$ cat src/rtl/sram_arbiter.sv
// Two-requester SRAM arbiter with a one-cycle turnaround between owners.
// Define SRAM_ARB_RR_EN for round-robin tie-breaking; otherwise requester 0 wins ties.
module sram_arbiter #(
  parameter int READ_LATENCY = 2
) (
  input  logic        Clock,
  input  logic        Resetn,
  input  logic        Req0_request,
  output logic        Req0_grant,
  input  logic [17:0] Req0_address,
  input  logic [15:0] Req0_write_data,
  input  logic        Req0_we_n,
  output logic [15:0] Req0_read_data,
  output logic        Req0_read_valid,
  input  logic        Req1_request,
  output logic        Req1_grant,
  input  logic [17:0] Req1_address,
  input  logic [15:0] Req1_write_data,
  input  logic        Req1_we_n,
  output logic [15:0] Req1_read_data,
  output logic        Req1_read_valid,
  output logic [17:0] SRAM_address,
  output logic [15:0] SRAM_write_data,
  output logic        SRAM_we_n,
  input  logic [15:0] SRAM_read_data
);

  typedef enum logic [1:0] {
    S_IDLE,
    S_OWN0,
    S_OWN1,
    S_TURN
  } state_e;

  state_e state_q, state_d;

  logic [READ_LATENCY-1:0] rd_vld_q, rd_vld_d;
  logic [READ_LATENCY-1:0] rd_id_q, rd_id_d;

  logic any_req;
  logic pick1;
  logic owned;

  assign any_req = Req0_request | Req1_request;

`ifdef SRAM_ARB_RR_EN
  logic last_q, last_d;

  // On a tie, hand the SRAM to whoever did not own it last.
  assign pick1 = (Req0_request & Req1_request) ? ~last_q
                                               : ~Req0_request;

  always_comb begin
    last_d = last_q;
    if (state_d == S_OWN0) last_d = 1'b0;
    if (state_d == S_OWN1) last_d = 1'b1;
  end

  always_ff @(posedge Clock or negedge Resetn) begin
    if (!Resetn) last_q <= 1'b0;
    else         last_q <= last_d;
  end
`else
  assign pick1 = ~Req0_request;
`endif

  always_comb begin
    state_d = state_q;
    unique case (state_q)
      S_IDLE, S_TURN: begin
        if (any_req) state_d = pick1 ? S_OWN1 : S_OWN0;
        else         state_d = S_IDLE;
      end
      S_OWN0: if (!Req0_request) state_d = S_TURN;
      S_OWN1: if (!Req1_request) state_d = S_TURN;
      default: state_d = S_IDLE;
    endcase
  end

  always_comb begin
    SRAM_address    = 18'd0;
    SRAM_write_data = 16'd0;
    SRAM_we_n       = 1'b1;
    unique case (state_q)
      S_OWN0: begin
        SRAM_address    = Req0_address;
        SRAM_write_data = Req0_write_data;
        SRAM_we_n       = Req0_we_n;
      end
      S_OWN1: begin
        SRAM_address    = Req1_address;
        SRAM_write_data = Req1_write_data;
        SRAM_we_n       = Req1_we_n;
      end
      default: ;
    endcase
  end

  assign owned = (state_q == S_OWN0) | (state_q == S_OWN1);

  // Tag each issued read with its owner so it returns to the right port.
  always_comb begin
    rd_vld_d    = '0;
    rd_id_d     = '0;
    rd_vld_d[0] = owned & SRAM_we_n;
    rd_id_d[0]  = (state_q == S_OWN1);
    for (int i = 1; i < READ_LATENCY; i++) begin
      rd_vld_d[i] = rd_vld_q[i-1];
      rd_id_d[i]  = rd_id_q[i-1];
    end
  end

  always_ff @(posedge Clock or negedge Resetn) begin
    if (!Resetn) begin
      state_q  <= S_IDLE;
      rd_vld_q <= '0;
      rd_id_q  <= '0;
    end else begin
      state_q  <= state_d;
      rd_vld_q <= rd_vld_d;
      rd_id_q  <= rd_id_d;
    end
  end

  assign Req0_grant = (state_q == S_OWN0);
  assign Req1_grant = (state_q == S_OWN1);

  assign Req0_read_valid = rd_vld_q[READ_LATENCY-1]
                         & ~rd_id_q[READ_LATENCY-1];
  assign Req1_read_valid = rd_vld_q[READ_LATENCY-1]
                         & rd_id_q[READ_LATENCY-1];

  assign Req0_read_data = SRAM_read_data;
  assign Req1_read_data = SRAM_read_data;

endmodule

$ cat config.mk
export PLATFORM = sky130hd
export DESIGN_NAME = sram_arbiter
export DESIGN_NICKNAME = d
export VERILOG_FILES = /design/src/rtl/sram_arbiter.sv
export SDC_FILE = /design/constraint.sdc
export NUM_CORES = 1
export LEC_CHECK = 0
export CAP_MARGIN = 10
export CORE_ASPECT_RATIO = 0.8
export CORE_UTILIZATION = 24
export DETAILED_ROUTE_END_ITERATION = 12
export HOLD_SLACK_MARGIN = 0.15
export PLACE_DENSITY_LB_ADDON = 0.3
export SYNTH_ARGS = -nofsm -noshare
export SYNTH_HDL_FRONTEND = slang
export SYNTH_SLANG_ARGS = --single-unit
$ cat constraint.sdc
create_clock -name Clock -period 2.55 [get_ports Clock]
set_input_delay 0.51 -clock Clock [delete_from_list [all_inputs] [get_ports Clock]]
set_output_delay 0.51 -clock Clock [all_outputs]
set_load 0.01 [all_outputs]
==> metrics.cfg <==
[clock_tree]
cts_hold_buffers=0
cts_resized=0
insertion_delay_ns=0.22
path_clk_slew_ns=0.04
cts_tree=yes
cts_made_buffers=3
max-clock-path-buffers=2
post_cts_buffers=0
h-tree-depth=1
cts_root_buf=clkbuf_8
cts_num_sinks=6

[global_routing]
antenna_found_initial=0
grt_max_degree=29
grt_use_total_pct=16.0
grt_pass1_wl_um=5490
overflow=0
grt_pass1_vias=1155

[worst_hold_path]
hp-class=reg2reg
worstHoldEndpoint=rd_vld_q[1]
hold_depth=0
worstHoldStart=rd_vld_q[0]

[floorplanning]
initial_utilization_pct=25.7
rows=20
io-pin-count=161
die_x_um=74.1
fp.dieArea_um2=4420
die_h_um=59.7
core_um2=3880

[synthesis]
synthCells=134
syn_area_um2=997
synth_top_area_share_pct=26.3
synth_nets=227
synth_warnings=0
syn_area_per_cell_um2=7.44
synth.distinct_cells=17
yosys.area.top_type=a22oi_1
ys_seq_area_share_pct=15.1
yosys-top-cells-area=a22oi_1, buf_4, dfrtp_1
yosys_register_bits=6

[placed_design]
place_ws_ns=0.295
io_buffers=112
place_congestion=0.654
postPlaceCellArea_um2=1910
hpwl_um=2860
dp_cells=264

[critical_path]
required_ns=2.04
slowest_delay_ns=0.56
cp_cell_sequence=inv_1 -> ha_1 -> buf_4 -> nor2_1 -> clkdlybuf4s50_1
cp-end-kind=output port
path_delay_family=buffers and inverters
crit_path_top_delay_cell=clkdlybuf4s50_1
critical_path_class=reg2out
rr_startpoint=state_q[0]
critPathArrivalTime_ns=1.94
crit_fanout=14
ff2ff_setup_slack_ns=1.23
worstRegToRegCells=5
crit_buf_inv=3
start_kind=flip-flop
r2r-end=state_q[0]

[timing]
final.setup_skew_ns=0.00304
setup_viol=0
setup_ws_ns=0.100
fmax_mhz=408
report.final.slew_viol_count=0
relSlewSlack_pct=82.2
fin_tns_setup_ns=0
hold_violations=0
finalCritPeriodShare_pct=96.1
fin_crit_ns=2.45
rsz0062_at_grt=false
worst_slew_pin_slew_ns=0.266

[route]
dr.first_iter.drc_count=46
remaining_drc_errors=0
via_per_inst=4.57
detail_route.wl_per_cell_um=13.6
first_pass_iters=6
num_vias=1221
antenna_left=0
totalWireLength_um=3640

[final_layout]
fin_cells=267
design_area_um2=1970
syn_to_final_growth_pct=97.2
final_common_cell=clkdlybuf4s50_1
diodes=0
layout_common_cells=clkdlybuf4s50_1, a22oi_1, nor2_1, dfrtp_1
layout-drive-gt1-share_pct=5.19
layout.nets=307

[status]
status=complete, no violations

[flow_run]
maxCapViolCount=0

[power]
vdd_drop_max_mv=0.396
power_density_nw_per_um2=931
p_leak_nw=0.782

[worst reg2reg max path: cells and delay by family, from the launching register on]
family / cells / cell delay (ns)
flip-flops: 1 / 0.35
AO/OA/AOI/OAI: 2 / 0.40
buffers and inverters: 2 / 0.25
adder cells (fa/ha/maj): 1 / 0.24
[metrics by stage]
step           power [mW]  hold slack [ns]  utilization (%)
6_report             1.83            0.344             50.7
2_1_floorplan        1.02            0.214                -
3_5_place_dp         1.69            0.338             49.2
4_1_cts              1.84            0.345             50.2
5_1_grt              2.00            0.351             50.7
3_3_place_gp         1.68            0.332             49.2
[flip-flops by register name, summed over array words and instances, names as in the netlist]
register  flops
rd_vld_q      2
state_q       2
rd_id_q       2
[cells by family after synthesis]
group | count (synthesis) | synth area share (%)
AO/OA/AOI/OAI | 38 | 29.0
adder cells (fa/ha/maj) | 3 | 3.76
buffers and inverters | 47 | 35.8
flip-flops | 6 | 15.1
multiplexers | 1 | 1.00
AND/OR/NAND/NOR | 39 | 15.4
[power by group]
group	internal, mW	leakage, nW	switching [mW]
Sequential	0.136	0.0750	0.0174
Combinational	0.812	0.685	0.727
Clock	0.101	0.0216	0.0381
Total	1.05	0.782	0.782
[layer usage]
metal  part of all wire [%]  vias up  track usage [%]
met2                     48       86             30.0
met5                      0        -                0
li1                       -      593                -
met3                     13        2             4.05
met4                   0.52        0             4.95
met1                     39      540             17.7
[cell usage after synthesis]
cell and number:
nand2_1 1, nand2b_1 1, nor2_1 35, a32oi_1 2, buf_2 3, buf_6 2
clkbuf_8 3, a22oi_1 35, clkbuf_1 1, ha_1 3, buf_4 35, and2_1 1
mux2i_1 1, dfrtp_1 6, inv_1 3, nor2b_1 1, a22o_1 1
[how the worst max path moves through the flow]
stage	startpoint	to	slack, ns	depth (start not counted)
2_1_floorplan	state_q[0]	SRAM_address[0]	0.82	6
3_3_place_gp	Req1_address[12]	SRAM_address[12]	0.31	4
3_5_place_dp	Req1_address[1]	SRAM_address[1]	0.30	4
4_1_cts	state_q[0]	SRAM_address[1]	0.07	5
5_1_grt	state_q[0]	SRAM_address[14]	0.02	5
6_report	state_q[0]	SRAM_address[14]	0.10	5
[layout make-up]
cell class / instances / area (um2)
Clock buffer: 3 / 41.3
Fill cell: 377 / 1910
Inverter: 3 / 11.3
Multi-Input combinational cell: 81 / 493
Sequential cell: 6 / 150
Tap cell: 55 / 68.8
Timing Repair Buffer: 119 / 1200
Note: power is estimated with default switching activity, not from simulation.
